===== src/rtl/keypad_pkg.sv =====
// Shared types and helpers for the matrix keypad scanner and its frame debouncer.
package keypad_pkg;

  typedef enum logic [1:0] {
    ST_SCAN,
    ST_EVAL,
    ST_EMIT_REL,
    ST_EMIT_PRESS
  } scan_state_e;

  typedef enum logic [1:0] {
    CLS_NONE,
    CLS_SINGLE,
    CLS_MULTI
  } frame_cls_e;

  // Ceiling log2, never below 1 so every derived vector has at least one bit.
  function automatic int clog2(input int value);
    int width;
    width = 1;
    while ((1 << width) < value) width++;
    return width;
  endfunction

endpackage


===== src/rtl/keypad_frame_debounce.sv =====
// Classifies each completed scan frame, counts consecutive identical frames and
// holds the debounced single-key state, requesting release/press events on change.
module keypad_frame_debounce
  import keypad_pkg::*;
#(
  parameter int ROWS       = 4,
  parameter int COLS       = 4,
  parameter int DEB_FRAMES = 20,
  localparam int N         = ROWS * COLS,
  localparam int KEY_W     = clog2(N)
) (
  input  logic             sys_clk,
  input  logic             rst_n,
  input  logic             eval_i,
  input  logic [N-1:0]     frame_i,
  output logic             rel_req_o,
  output logic [KEY_W-1:0] rel_code_o,
  output logic             press_req_o,
  output logic [KEY_W-1:0] press_code_o,
  output logic             multi_key_o
);

  localparam int CNT_W = clog2(DEB_FRAMES + 1);

  frame_cls_e       cls;
  logic [KEY_W-1:0] hit_code;
  logic [1:0]       ones;

  frame_cls_e       last_cls_q;
  logic [KEY_W-1:0] last_code_q;
  logic [CNT_W-1:0] stab_cnt_q, stab_cnt_d;
  logic             deb_held_q;
  logic [KEY_W-1:0] deb_code_q;
  logic             multi_q;
  logic             same_cls;
  logic             accept;

  // NOTE: every variable assigned in a combinational block gets a default at the
  // top, so no path leaves it unassigned and no latch is inferred.
  always_comb begin
    ones     = 2'd0;
    hit_code = '0;
    for (int i = 0; i < N; i++) begin
      if (frame_i[i]) begin
        if (ones != 2'd2) ones = ones + 2'd1;
        hit_code = KEY_W'(i);
      end
    end
    case (ones)
      2'd0:    cls = CLS_NONE;
      2'd1:    cls = CLS_SINGLE;
      default: cls = CLS_MULTI;
    endcase
  end

  always_comb begin
    same_cls = (cls == last_cls_q) && ((cls != CLS_SINGLE) || (hit_code == last_code_q));
    if (!same_cls)                              stab_cnt_d = CNT_W'(1);
    else if (stab_cnt_q == CNT_W'(DEB_FRAMES))  stab_cnt_d = stab_cnt_q;
    else                                        stab_cnt_d = stab_cnt_q + CNT_W'(1);

    // A MULTI frame is never accepted, so the debounced state only moves between NONE and SINGLE.
    accept = eval_i && (stab_cnt_d == CNT_W'(DEB_FRAMES)) && (cls != CLS_MULTI) &&
             (((cls == CLS_SINGLE) != deb_held_q) ||
              ((cls == CLS_SINGLE) && (hit_code != deb_code_q)));
  end

  assign rel_req_o    = accept && deb_held_q;
  assign rel_code_o   = deb_code_q;
  assign press_req_o  = accept && (cls == CLS_SINGLE);
  assign press_code_o = hit_code;
  assign multi_key_o  = multi_q;

  // NOTE: sequential state is written with non-blocking assignments only, so all
  // registers update together at the clock edge regardless of statement order.
  always_ff @(posedge sys_clk or negedge rst_n) begin
    if (!rst_n) begin
      last_cls_q  <= CLS_NONE;
      last_code_q <= '0;
      stab_cnt_q  <= '0;
      deb_held_q  <= 1'b0;
      deb_code_q  <= '0;
      multi_q     <= 1'b0;
    end else if (eval_i) begin
      last_cls_q  <= cls;
      last_code_q <= hit_code;
      stab_cnt_q  <= stab_cnt_d;
      multi_q     <= (cls == CLS_MULTI);
      if (accept) begin
        deb_held_q <= (cls == CLS_SINGLE);
        deb_code_q <= hit_code;
      end
    end
  end

endmodule


===== src/rtl/matrix_keypad_scan.sv =====
// Matrix keypad scanner: walks an active-low column, samples synchronised rows into
// a frame, and emits debounced press/release events through a small event FSM.
module matrix_keypad_scan
  import keypad_pkg::*;
#(
  parameter int ROWS       = 4,
  parameter int COLS       = 4,
  parameter int DWELL_CYC  = 50000,
  parameter int DEB_FRAMES = 20,
  localparam int KEY_W     = clog2(ROWS * COLS)
) (
  input  logic             sys_clk,
  input  logic             rst_n,
  input  logic [ROWS-1:0]  row_n,
  output logic [COLS-1:0]  col_n,
  output logic             key_valid,
  output logic             key_press,
  output logic [KEY_W-1:0] key_code,
  output logic             key_held,
  output logic             multi_key
);

  localparam int N     = ROWS * COLS;
  localparam int DW_W  = clog2(DWELL_CYC);
  localparam int COL_W = clog2(COLS);

  logic [ROWS-1:0]  row_meta_q, row_sync_q;
  logic [DW_W-1:0]  dwell_q, dwell_d;
  logic [COL_W-1:0] col_q, col_d;
  logic [COLS-1:0]  col_n_q, col_n_d;
  logic [N-1:0]     frame_q, frame_d;
  logic             dwell_last, frame_end;

  scan_state_e      state_q, state_d;
  logic             pend_press_q, pend_press_d;
  logic [KEY_W-1:0] pend_code_q, pend_code_d;
  logic             key_valid_q, key_valid_d;
  logic             key_press_q, key_press_d;
  logic [KEY_W-1:0] key_code_q, key_code_d;
  logic             key_held_q, key_held_d;

  logic             rel_req, press_req;
  logic [KEY_W-1:0] rel_code, press_code;

  assign dwell_last = (dwell_q == DW_W'(DWELL_CYC - 1));
  assign frame_end  = dwell_last && (col_q == COL_W'(COLS - 1));

  always_comb begin
    dwell_d = dwell_last ? '0 : dwell_q + DW_W'(1);
    col_d   = col_q;
    if (dwell_last) col_d = (col_q == COL_W'(COLS - 1)) ? '0 : col_q + COL_W'(1);
    for (int c = 0; c < COLS; c++) col_n_d[c] = (col_d != COL_W'(c));

    // Row bits are captured on the last dwell cycle, giving the synchroniser time to settle.
    frame_d = frame_q;
    for (int r = 0; r < ROWS; r++) begin
      for (int c = 0; c < COLS; c++) begin
        if (dwell_last && (col_q == COL_W'(c))) frame_d[r*COLS + c] = ~row_sync_q[r];
      end
    end
  end

  always_ff @(posedge sys_clk or negedge rst_n) begin
    if (!rst_n) begin
      row_meta_q <= '1;
      row_sync_q <= '1;
      dwell_q    <= '0;
      col_q      <= '0;
      col_n_q    <= '1;
    end else begin
      row_meta_q <= row_n;
      row_sync_q <= row_meta_q;
      dwell_q    <= dwell_d;
      col_q      <= col_d;
      col_n_q    <= col_n_d;
    end
  end

  // NOTE: the frame buffer has no reset; every bit is rewritten during the first
  // full scan, before the first evaluation ever reads it.
  always_ff @(posedge sys_clk) begin
    frame_q <= frame_d;
  end

  keypad_frame_debounce #(
    .ROWS       (ROWS),
    .COLS       (COLS),
    .DEB_FRAMES (DEB_FRAMES)
  ) u_debounce (
    .sys_clk      (sys_clk),
    .rst_n        (rst_n),
    .eval_i       (state_q == ST_EVAL),
    .frame_i      (frame_q),
    .rel_req_o    (rel_req),
    .rel_code_o   (rel_code),
    .press_req_o  (press_req),
    .press_code_o (press_code),
    .multi_key_o  (multi_key)
  );

  always_comb begin
    state_d      = state_q;
    pend_press_d = pend_press_q;
    pend_code_d  = pend_code_q;
    key_valid_d  = 1'b0;
    key_press_d  = key_press_q;
    key_code_d   = key_code_q;
    key_held_d   = key_held_q;

    unique case (state_q)
      ST_SCAN: begin
        if (frame_end) state_d = ST_EVAL;
      end
      ST_EVAL: begin
        pend_press_d = press_req;
        pend_code_d  = press_code;
        if (rel_req) begin
          state_d     = ST_EMIT_REL;
          key_valid_d = 1'b1;
          key_press_d = 1'b0;
          key_code_d  = rel_code;
          key_held_d  = 1'b0;
        end else if (press_req) begin
          state_d     = ST_EMIT_PRESS;
          key_valid_d = 1'b1;
          key_press_d = 1'b1;
          key_code_d  = press_code;
          key_held_d  = 1'b1;
        end else begin
          state_d = ST_SCAN;
        end
      end
      ST_EMIT_REL: begin
        // A key-to-key change queues its press right behind the release.
        if (pend_press_q) begin
          state_d     = ST_EMIT_PRESS;
          key_valid_d = 1'b1;
          key_press_d = 1'b1;
          key_code_d  = pend_code_q;
          key_held_d  = 1'b1;
        end else begin
          state_d = ST_SCAN;
        end
      end
      ST_EMIT_PRESS: begin
        state_d = ST_SCAN;
      end
      default: begin
        state_d = ST_SCAN;
      end
    endcase
  end

  always_ff @(posedge sys_clk or negedge rst_n) begin
    if (!rst_n) begin
      state_q      <= ST_SCAN;
      pend_press_q <= 1'b0;
      pend_code_q  <= '0;
      key_valid_q  <= 1'b0;
      key_press_q  <= 1'b0;
      key_code_q   <= '0;
      key_held_q   <= 1'b0;
    end else begin
      state_q      <= state_d;
      pend_press_q <= pend_press_d;
      pend_code_q  <= pend_code_d;
      key_valid_q  <= key_valid_d;
      key_press_q  <= key_press_d;
      key_code_q   <= key_code_d;
      key_held_q   <= key_held_d;
    end
  end

  assign col_n     = col_n_q;
  assign key_valid = key_valid_q;
  assign key_press = key_press_q;
  assign key_code  = key_code_q;
  assign key_held  = key_held_q;

endmodule


===== config.mk =====
export PLATFORM = sky130hd
export DESIGN_NAME = matrix_keypad_scan
export DESIGN_NICKNAME = d
export VERILOG_FILES = /design/src/rtl/keypad_pkg.sv /design/src/rtl/keypad_frame_debounce.sv /design/src/rtl/matrix_keypad_scan.sv
export SDC_FILE = /design/constraint.sdc
export NUM_CORES = 1
export LEC_CHECK = 0
export BUFFER_PORTS_ARGS = -buffer_cell sky130_fd_sc_hd__buf_2
export CAP_MARGIN = 20
export CORE_ASPECT_RATIO = 0.7
export CORE_MARGIN = 2
export CORE_UTILIZATION = 50
export CTS_BUF_LIST = sky130_fd_sc_hd__clkbuf_4 sky130_fd_sc_hd__clkbuf_8 sky130_fd_sc_hd__clkbuf_16
export CTS_CLUSTER_DIAMETER = 120
export CTS_CLUSTER_SIZE = 40
export DETAILED_ROUTE_END_ITERATION = 8
export PLACE_DENSITY = 0.76
export SETUP_SLACK_MARGIN = 0.05
export SLEW_MARGIN = 20
export SYNTH_ARGS = -nofsm -noshare
export SYNTH_HDL_FRONTEND = slang
export SYNTH_HIERARCHICAL = 1
export SYNTH_SLANG_ARGS = --single-unit

===== constraint.sdc =====
create_clock -name sys_clk -period 12.6 [get_ports sys_clk]
set_input_delay 0.63 -clock sys_clk [delete_from_list [all_inputs] [get_ports sys_clk]]
set_output_delay 0.63 -clock sys_clk [all_outputs]
set_load 0.05 [all_outputs]

==> summary.md, run 1 <==
| Metric | Value |
|---|---|
| Worst Path Buf+Inv | `1` |
| Row count | `31` |
| PortBufs | `17` |
| Ant diodes | `0` |
| Async S/R FF share, synth | `roughly four fifths` |
| Final Cycle Share | `between 60 and 70%` |
| Synth Register Bits | `75` |
| Post-DP Area | `~5500 sq um` |
| DR iter-0 viols | `around 450` |
| Seq pwr share | `45.8%` |
| Worst R2R Path Depth | `29` |
| Vias in the first global route | `4180` |
| Worst R2R End | `key_code[2]$_DFFE_PN0P_` |
| Internal power | `around 0.00045 W` |
| Global-route usage over all layers | `between 20% and 30%` |
| Clk_lat worst skew | `between 0.3 and 0.4 ns` |
| Unrepaired setup endpoints after global routing | `false` |
| Number of flops mapped to enable cells by yosys | `16` |
| Hold path start | `row_meta_q[0]$_DFF_PN1_` |
| Placeable core area | `between 10000 and 15000 sq um` |
| Max-cap violations | `0` |
| Setup crit end | `key_code[2]$_DFFE_PN0P_` |
| Critical path launch point | `frame_q[0]$_DFFE_PP_` |
| Die ar. | `~12000 sq um` |
| Pin count of the biggest net entering global routing | `60` |
| Syn Inst Count | `555` |
| Hold violation count in the final report | `0` |
| Simple logic cell fraction of the synthesized area | `a little over a fifth` |
| Clock transition at path regs | `about 0.060 ns` |
| Final #Nets | `roughly 580` |
| Setup bufs post-CTS | `0` |
| Number of setup violations in the final report | `0` |
| Crit-path max FO | `7` |
| Crit. End Element | `flip-flop` |
| RR Startpoint | `frame_q[0]$_DFFE_PP_` |
| CTS tree | `built` |
| WP data arrival | `8.84 ns` |
| Max Fclk | `roughly 0.12 GHz` |
| First-pass GRT wire length | `about 20 mm` |
| Mapped cell area | `between 5000 and 6000 sq um` |
| Sequential share of the synthesized area | `around 37%` |
| Synthesized Nets | `roughly 580` |
| Area Growth Syn to Fin | `8.70%` |
| Power share of the clock group | `between 50 and 60%` |
| R2R Setup Slk | `about 4.0 ns` |
| Design area | `5860 sq um` |
| Die W | `128 microns` |
| Top FF cell, synth | `dfrtp_1` |
| Routed len/inst | `~17 microns` |
| Ys Warns | `6` |
| Static Leak | `roughly 2.4 nW` |
| Share of layout cells above drive strength 1 | `19.3%` |
| DRC viols | `0` |
| CP max stage cell | `a211oi_1` |
| CTS root buffer | `clkbuf_16` |
| Router iterations before antenna repair | `5` |
| Logic pwr share | `less than 1%` |
| Library cells used by synthesis | `98` |
| Mux share of post-synthesis cell area | `under 10%` |
| Placer Congestion | `just under 0.9` |
| Net Sw Frac | `18.3%` |
| Synth Area in Compound Gates | `between 20% and 30%` |
| Required time worst endpoint | `approximately 13 ns` |
| XOR/XNOR Fraction of Synth Area | `under 10%` |
| TNS Setup | `0 ns` |
| Crit path kind | `reg2reg` |
| CP startpoint kind | `flip-flop` |
| Sw Pwr | `about 0.00010 W` |
| Worst Hold Path Cells | `0` |
| H-tree lvl count | `3` |
| Die height | `around 91 microns` |
| Largest family of logic cells by synthesized area | `compound AO/OA/AOI/OAI gates` |
| I/O pin count | `18` |
| Crit-path max cell delay | `around 0.64 ns` |
| Status | `finished, final reports clean` |
| Cts-stage hold buffer count | `0` |
| Post-synthesis adder-cell area fraction | `between 3 and 4%` |
| VDD IR max | `approximately 0.11 mV` |
| Clock sink count | `75` |
| Initial Util | `51.7%` |
| Clk buf depth | `2` |
| Tmin final | `roughly 8.6 ns` |
| Post-route ant nets | `0` |
| Initial antenna violation count | `0` |
| Cts bufs inserted | `9` |
| CTS resizes | `0` |
| CP delay by family, top | `compound AO/OA/AOI/OAI gates` |
| Vias per inst | `around 6.4` |
| Pwr dens | `93.4 nW/um^2` |
| Fillers | `around 900` |
| Clk_skew | `between 0.004 and 0.005 ns` |
| Overall routed net length | `roughly 12 mm` |
| Hold WC Path Type | `reg2reg` |
| Final Max Slew Viols | `0` |
| Via count | `between 4000 and 5000` |
| Slew Limit Headroom | `about a third` |
| Remaining Overflow, GRT | `0` |
| Slew @ Worst Pin | `0.979 ns` |
| Syn_area_per_cell | `a little under 10 sq um` |
| Hpwl dp | `between 8 and 9 mm` |
| Critical path depth | `29` |
==> metrics by stage <==
| stage | power [W] | hold WS [ns] | setup WS [ns] | std cells | util, % |
|---|---|---|---|---|---|
| finish | 0.000547 | 0.355 | 3.97 | 698 | 56.2 |
| global route | 0.000563 | 0.358 | 3.31 | 698 | 56.2 |
| CTS | 0.000552 | 0.355 | 4.15 | 698 | 56.2 |
| detailed placement | 0.000261 | 0.347 | 4.26 | 682 | 52.8 |
| global placement | 0.000260 | 0.347 | 4.58 | 682 | 52.8 |
| floorplan | 0.000256 | 0.334 | 5.24 | 555 | - |
==> cells in the mapped netlist (12+ instances only) <==
| cell type | n | share of area [%] |
|---|---|---|
| dfrtp_1 | 47 | 22 |
| nand2_1 | 45 | 3.1 |
| inv_1 | 31 | 2.2 |
| nor2_1 | 29 | 2.0 |
| a21oi_1 | 28 | 2.6 |
| o21ai_0 | 21 | 1.9 |
| edfxtp_1 | 16 | 8.9 |
| ha_1 | 16 | 3.7 |
| clkbuf_1 | 15 | 1.0 |
| xnor2_1 | 15 | 2.4 |
| nor3_1 | 14 | 1.3 |
| mux2i_1 | 13 | 2.4 |
| nand3_1 | 13 | 1.2 |
| xor2_1 | 13 | 2.1 |
| dfstp_2 | 12 | 5.8 |
==> cells in the final DEF (no fill, tap or decap), drive strengths merged, types with 6 or more instances in the layout <==
master,n
xnor2,16
inv,32
or3,7
dfstp,12
o211ai,6
nand4,9
a21oi,32
mux2i,13
mux2,16
o32a,6
ha,16
nor3,14
o21ai,29
edfxtp,16
dfrtp,47
buf,20
nand2b,9
a31oi,8
xor2,13
and2,9
clkbuf,10
nand2,47
a211oi,12
nor4,15
nand3,13
nor2,29
==> sequential cells by signal (all words and copies together), names as in the netlist <==
register	cells
col_q	2
pend_press_q	1
row_meta_q	4
u_debounce/last_cls_q	2
row_sync_q	4
key_code	4
pend_code_q	4
u_debounce/last_code_q	4
state_q	2
u_debounce/deb_held_q	1
col_n	4
frame_q	16
dwell_q	16
u_debounce/stab_cnt_q	5
key_valid	1
u_debounce/rel_code_o	4
key_press	1
==> logic make-up after synthesis <==
kind of cell	Yosys count
xor gates and xnor gates	29
DFF	75
and+or+nand+nor	189
AOI/OAI and AO/OA	160
muxes	29
buffers and inverters	57
adders and majority gates	16
==> layer usage <==
layer | vias up | part of all wire, % | GRT usage (%)
li1 | 2119 | - | -
met1 | 2157 | 48 | 30.0
met2 | 152 | 45 | 32.1
met3 | 26 | 5.4 | 3.50
met4 | 0 | 1.8 | 6.59
met5 | - | 0 | 0
==> layout make-up <==
| cell class | instances | area [sq um] | share of cell area [%] |
|---|---|---|---|
| repair buffers | 20 | 108 | 1.84 |
| multi-input cells | 423 | 3150 | 53.7 |
| clock buffers | 10 | 233 | 3.97 |
| flip-flops and latches | 75 | 1970 | 33.7 |
| clock inverters | 6 | 113 | 1.92 |
| well taps | 132 | 165 | 2.82 |
| inverters | 32 | 120 | 2.05 |
==> worst min path at each step <==
stage	to	slack (ns)
CTS	row_sync_q[0]$_DFF_PN1_	0.36
detailed placement	row_sync_q[0]$_DFF_PN1_	0.35
global placement	row_sync_q[1]$_DFF_PN1_	0.35
global route	row_sync_q[1]$_DFF_PN1_	0.36
finish	row_sync_q[0]$_DFF_PN1_	0.36
floorplan	col_q[0]$_DFF_PN0_	0.33
==> power by group through the flow <==
stage / Clock, W / Combinational, W / Sequential (W)
2_1_floorplan: 0 / 0.000000487 / 0.000255
3_3_place_gp: 0 / 0.00000524 / 0.000255
3_5_place_dp: 0 / 0.00000530 / 0.000255
4_1_cts: 0.000296 / 0.00000528 / 0.000251
5_1_grt: 0.000306 / 0.00000611 / 0.000251
6_report: 0.000292 / 0.00000498 / 0.000251
==> worst reg2reg max path: cells and delay by family (launching register included) <==
| family | cells | cell delay (ns) |
|---|---|---|
| AO/OA/AOI/OAI | 15 | 3.88 |
| AND/OR/NAND/NOR | 9 | 2.60 |
| adder cells (fa/ha/maj) | 2 | 0.73 |
| XOR/XNOR | 1 | 0.47 |
| multiplexers | 1 | 0.39 |
| flip-flops | 1 | 0.38 |
| buffers and inverters | 1 | 0.08 |
Power figures use the tool's default switching activity.
==> run 2: changes to the inputs <==
==> constraint.sdc (replaced) <==
create_clock -name sys_clk -period 8.1 [get_ports sys_clk]
set_input_delay 0.405 -clock sys_clk [delete_from_list [all_inputs] [get_ports sys_clk]]
set_output_delay 0.405 -clock sys_clk [all_outputs]
set_load 0.05 [all_outputs]
==> run 2 against run 1 <==
Against the previous run: setup slack worse by 3.5 ns; hold slack worse by 0.18 ns; clock-buffer cell count stayed put; flip-flop and latch count stayed put; final cell count is 2.3% higher; non-clock buffer count is 16 higher; via count is 1.6% higher; largest cell class unchanged; critical path depth is 2 higher.
==> summary.md, run 2 (synthesized netlist as in run 1, its figures left out) <==
| Metric | Value |
|---|---|
| Clk_skew | `0.00477 ns` |
| Die ar. | `between 10000 and 15000 sq um` |
| Final #Nets | `about 600` |
| PortBufs | `17` |
| Hold WC Path Type | `in2reg` |
| Via count | `around 4500` |
| DR iter-0 viols | `between 500 and 600` |
| Unrepaired setup endpoints after global routing | `false` |
| Cts bufs inserted | `9` |
| Setup crit end | `key_code[3]$_DFFE_PN0P_` |
| Sw Pwr | `between 0.00015 and 0.0002 W` |
| CTS root buffer | `clkbuf_16` |
| Vias in the first global route | `about 4100` |
| CTS tree | `built` |
| Global-route usage over all layers | `about a fifth` |
| Required time worst endpoint | `approximately 8.3 ns` |
| Worst R2R End | `key_code[3]$_DFFE_PN0P_` |
| Power share of the clock group | `roughly 51%` |
| Final core utilization | `58.6%` |
| Critical path launch point | `frame_q[1]$_DFFE_PP_` |
| Die W | `roughly 130 microns` |
| Share of layout cells above drive strength 1 | `approximately a quarter` |
| Commonest non-fill, non-tap cell in the layout | `dfrtp_1` |
| Critical path depth | `31` |
| Hold violation count in the final report | `0` |
| Final Cycle Share | `94.7%` |
| WP data arrival | `7.89 ns` |
| Pin count of the biggest net entering global routing | `60` |
| Die height | `90.9 microns` |
| Seq pwr share | `~48%` |
| Crit path kind | `reg2reg` |
| Crit-path max FO | `7` |
| Max Fclk | `between 0.1 and 0.15 GHz` |
| Row count | `31` |
| CP max stage cell | `or4b_1` |
| Final Max Slew Viols | `0` |
| Post-DP Area | `5540 sq um` |
| Fillers | `about 860` |
| DRC viols | `0` |
| Clock sink count | `between 70 and 80` |
| Max-cap violations | `0` |
| Static Leak | `between 2 and 2.5 nW` |
| Initial Util | `about half` |
| Commonest cells after routing, fill and taps aside | `47 x dfrtp_1, 45 x nand2_1, 31 x inv_1, 28 x nor2_1, 27 x a21oi_1` |
| Worst Path Buf+Inv | `3` |
| VDD IR max | `between 0.1 and 0.15 mV` |
| Overall routed net length | `between 10 and 15 mm` |
| CP delay by family, top | `compound AO/OA/AOI/OAI gates` |
| TNS Setup | `0 ns` |
| I/O pin count | `18` |
| H-tree lvl count | `3` |
| Top flop regs | `dwell_q x16, frame_q x16, u_debounce/stab_cnt_q x5` |
| Router iterations before antenna repair | `5` |
| First-pass GRT wire length | `just over 20 mm` |
| Slew Limit Headroom | `around 36%` |
| Power Total | `approximately 0.0008 W` |
| Clk buf depth | `2` |
| Seq. cell area | `1970 sq um` |
| Placer Congestion | `0.951` |
| Multi-input logic area | `~3300 sq um` |
| R2R Setup Slk | `0.43 ns` |
| Clk_lat worst skew | `around 0.33 ns` |
| Internal power | `around 0.00066 W` |
| Vias per inst | `between 6 and 7` |
| Crit-path max cell delay | `between 0.5 and 0.6 ns` |
| Clock transition at path regs | `0.06 ns` |
| Logic pwr share | `~1%` |
| Worst R2R Path Depth | `31` |
| Post-route ant nets | `0` |
| Ant diodes | `0` |
| RR Startpoint | `frame_q[1]$_DFFE_PP_` |
| Net Sw Frac | `a little under a fifth` |
| Routed len/inst | `~17 microns` |
| Number of setup violations in the final report | `0` |
| Crit. End Element | `flip-flop` |
| Hpwl dp | `~8.4 mm` |
| Initial antenna violation count | `0` |
| Pwr dens | `between 100 and 150 nW/um^2` |
| Remaining Overflow, GRT | `0` |
| Worst Hold Path Cells | `1` |
| Area Growth Syn to Fin | `13.4%` |
| Status | `finished, final reports clean` |
| Design area | `6110 sq um` |
| Slew @ Worst Pin | `0.959 ns` |
| CP startpoint kind | `flip-flop` |
| Tmin final | `7.67 ns` |
| Placeable core area | `10400 sq um` |
[run 2: layer usage]
| metal | routed length (microns) | global-route usage [%] | up-vias |
|---|---|---|---|
| li1 | - | - | 2150 |
| met3 | 741 | 2.61 | 27 |
| met1 | 5750 | 31.7 | 2171 |
| met5 | 0 | 0 | - |
| met4 | 266 | 8.42 | 0 |
| met2 | 5530 | 30.8 | 177 |
[run 2: final cells by class]
class,instances,share of cell area [%]
multi-input combinational,423,54.1
sequential,75,32.3
clock buffer,10,3.81
timing repair buffer,36,3.73
tap,132,2.70
inverter,32,1.97
clock inverter,6,1.47
[run 2: how the worst min path moves through the flow]
stage	from	end	slack, ns
after floorplan	rst_n	col_q[0]$_DFF_PN0_	0.11
after global placement	row_meta_q[0]$_DFF_PN1_	row_sync_q[0]$_DFF_PN1_	0.35
after detailed placement	row_meta_q[0]$_DFF_PN1_	row_sync_q[0]$_DFF_PN1_	0.35
after CTS	row_n[3]	row_meta_q[3]$_DFF_PN1_	0.16
after global routing	row_n[1]	row_meta_q[1]$_DFF_PN1_	0.16
final	row_n[0]	row_meta_q[0]$_DFF_PN1_	0.17
[run 2: stage by stage]
stage	hold slack, ns	instances	setup slack, ns
final	0.171	714	0.425
after global placement	0.347	685	0.230
after floorplan	0.109	555	0.736
after detailed placement	0.347	685	0.0228
after CTS	0.163	701	0.156
after global routing	0.161	714	0.0272
[run 2: repair_timing]
| action | 4_1_cts | 5_1_grt |
|---|---|---|
| pin swaps | 0 | 9 |
| gates resized for setup | 2 | 28 |
| setup buffers | 0 | 13 |
| setup endpoints to repair | 4 | 9 |
| hold buffers | 0 | 0 |
[run 2: power groups by stage]
stage | Clock [W] | Combinational (W) | Sequential (W)
6_report | 0.000421 | 0.00000790 | 0.000390
5_1_grt | 0.000447 | 0.00000941 | 0.000390
4_1_cts | 0.000429 | 0.00000837 | 0.000390
3_5_place_dp | 0 | 0.00000835 | 0.000397
3_3_place_gp | 0 | 0.00000810 | 0.000397
2_1_floorplan | 0 | 0.000000757 | 0.000397
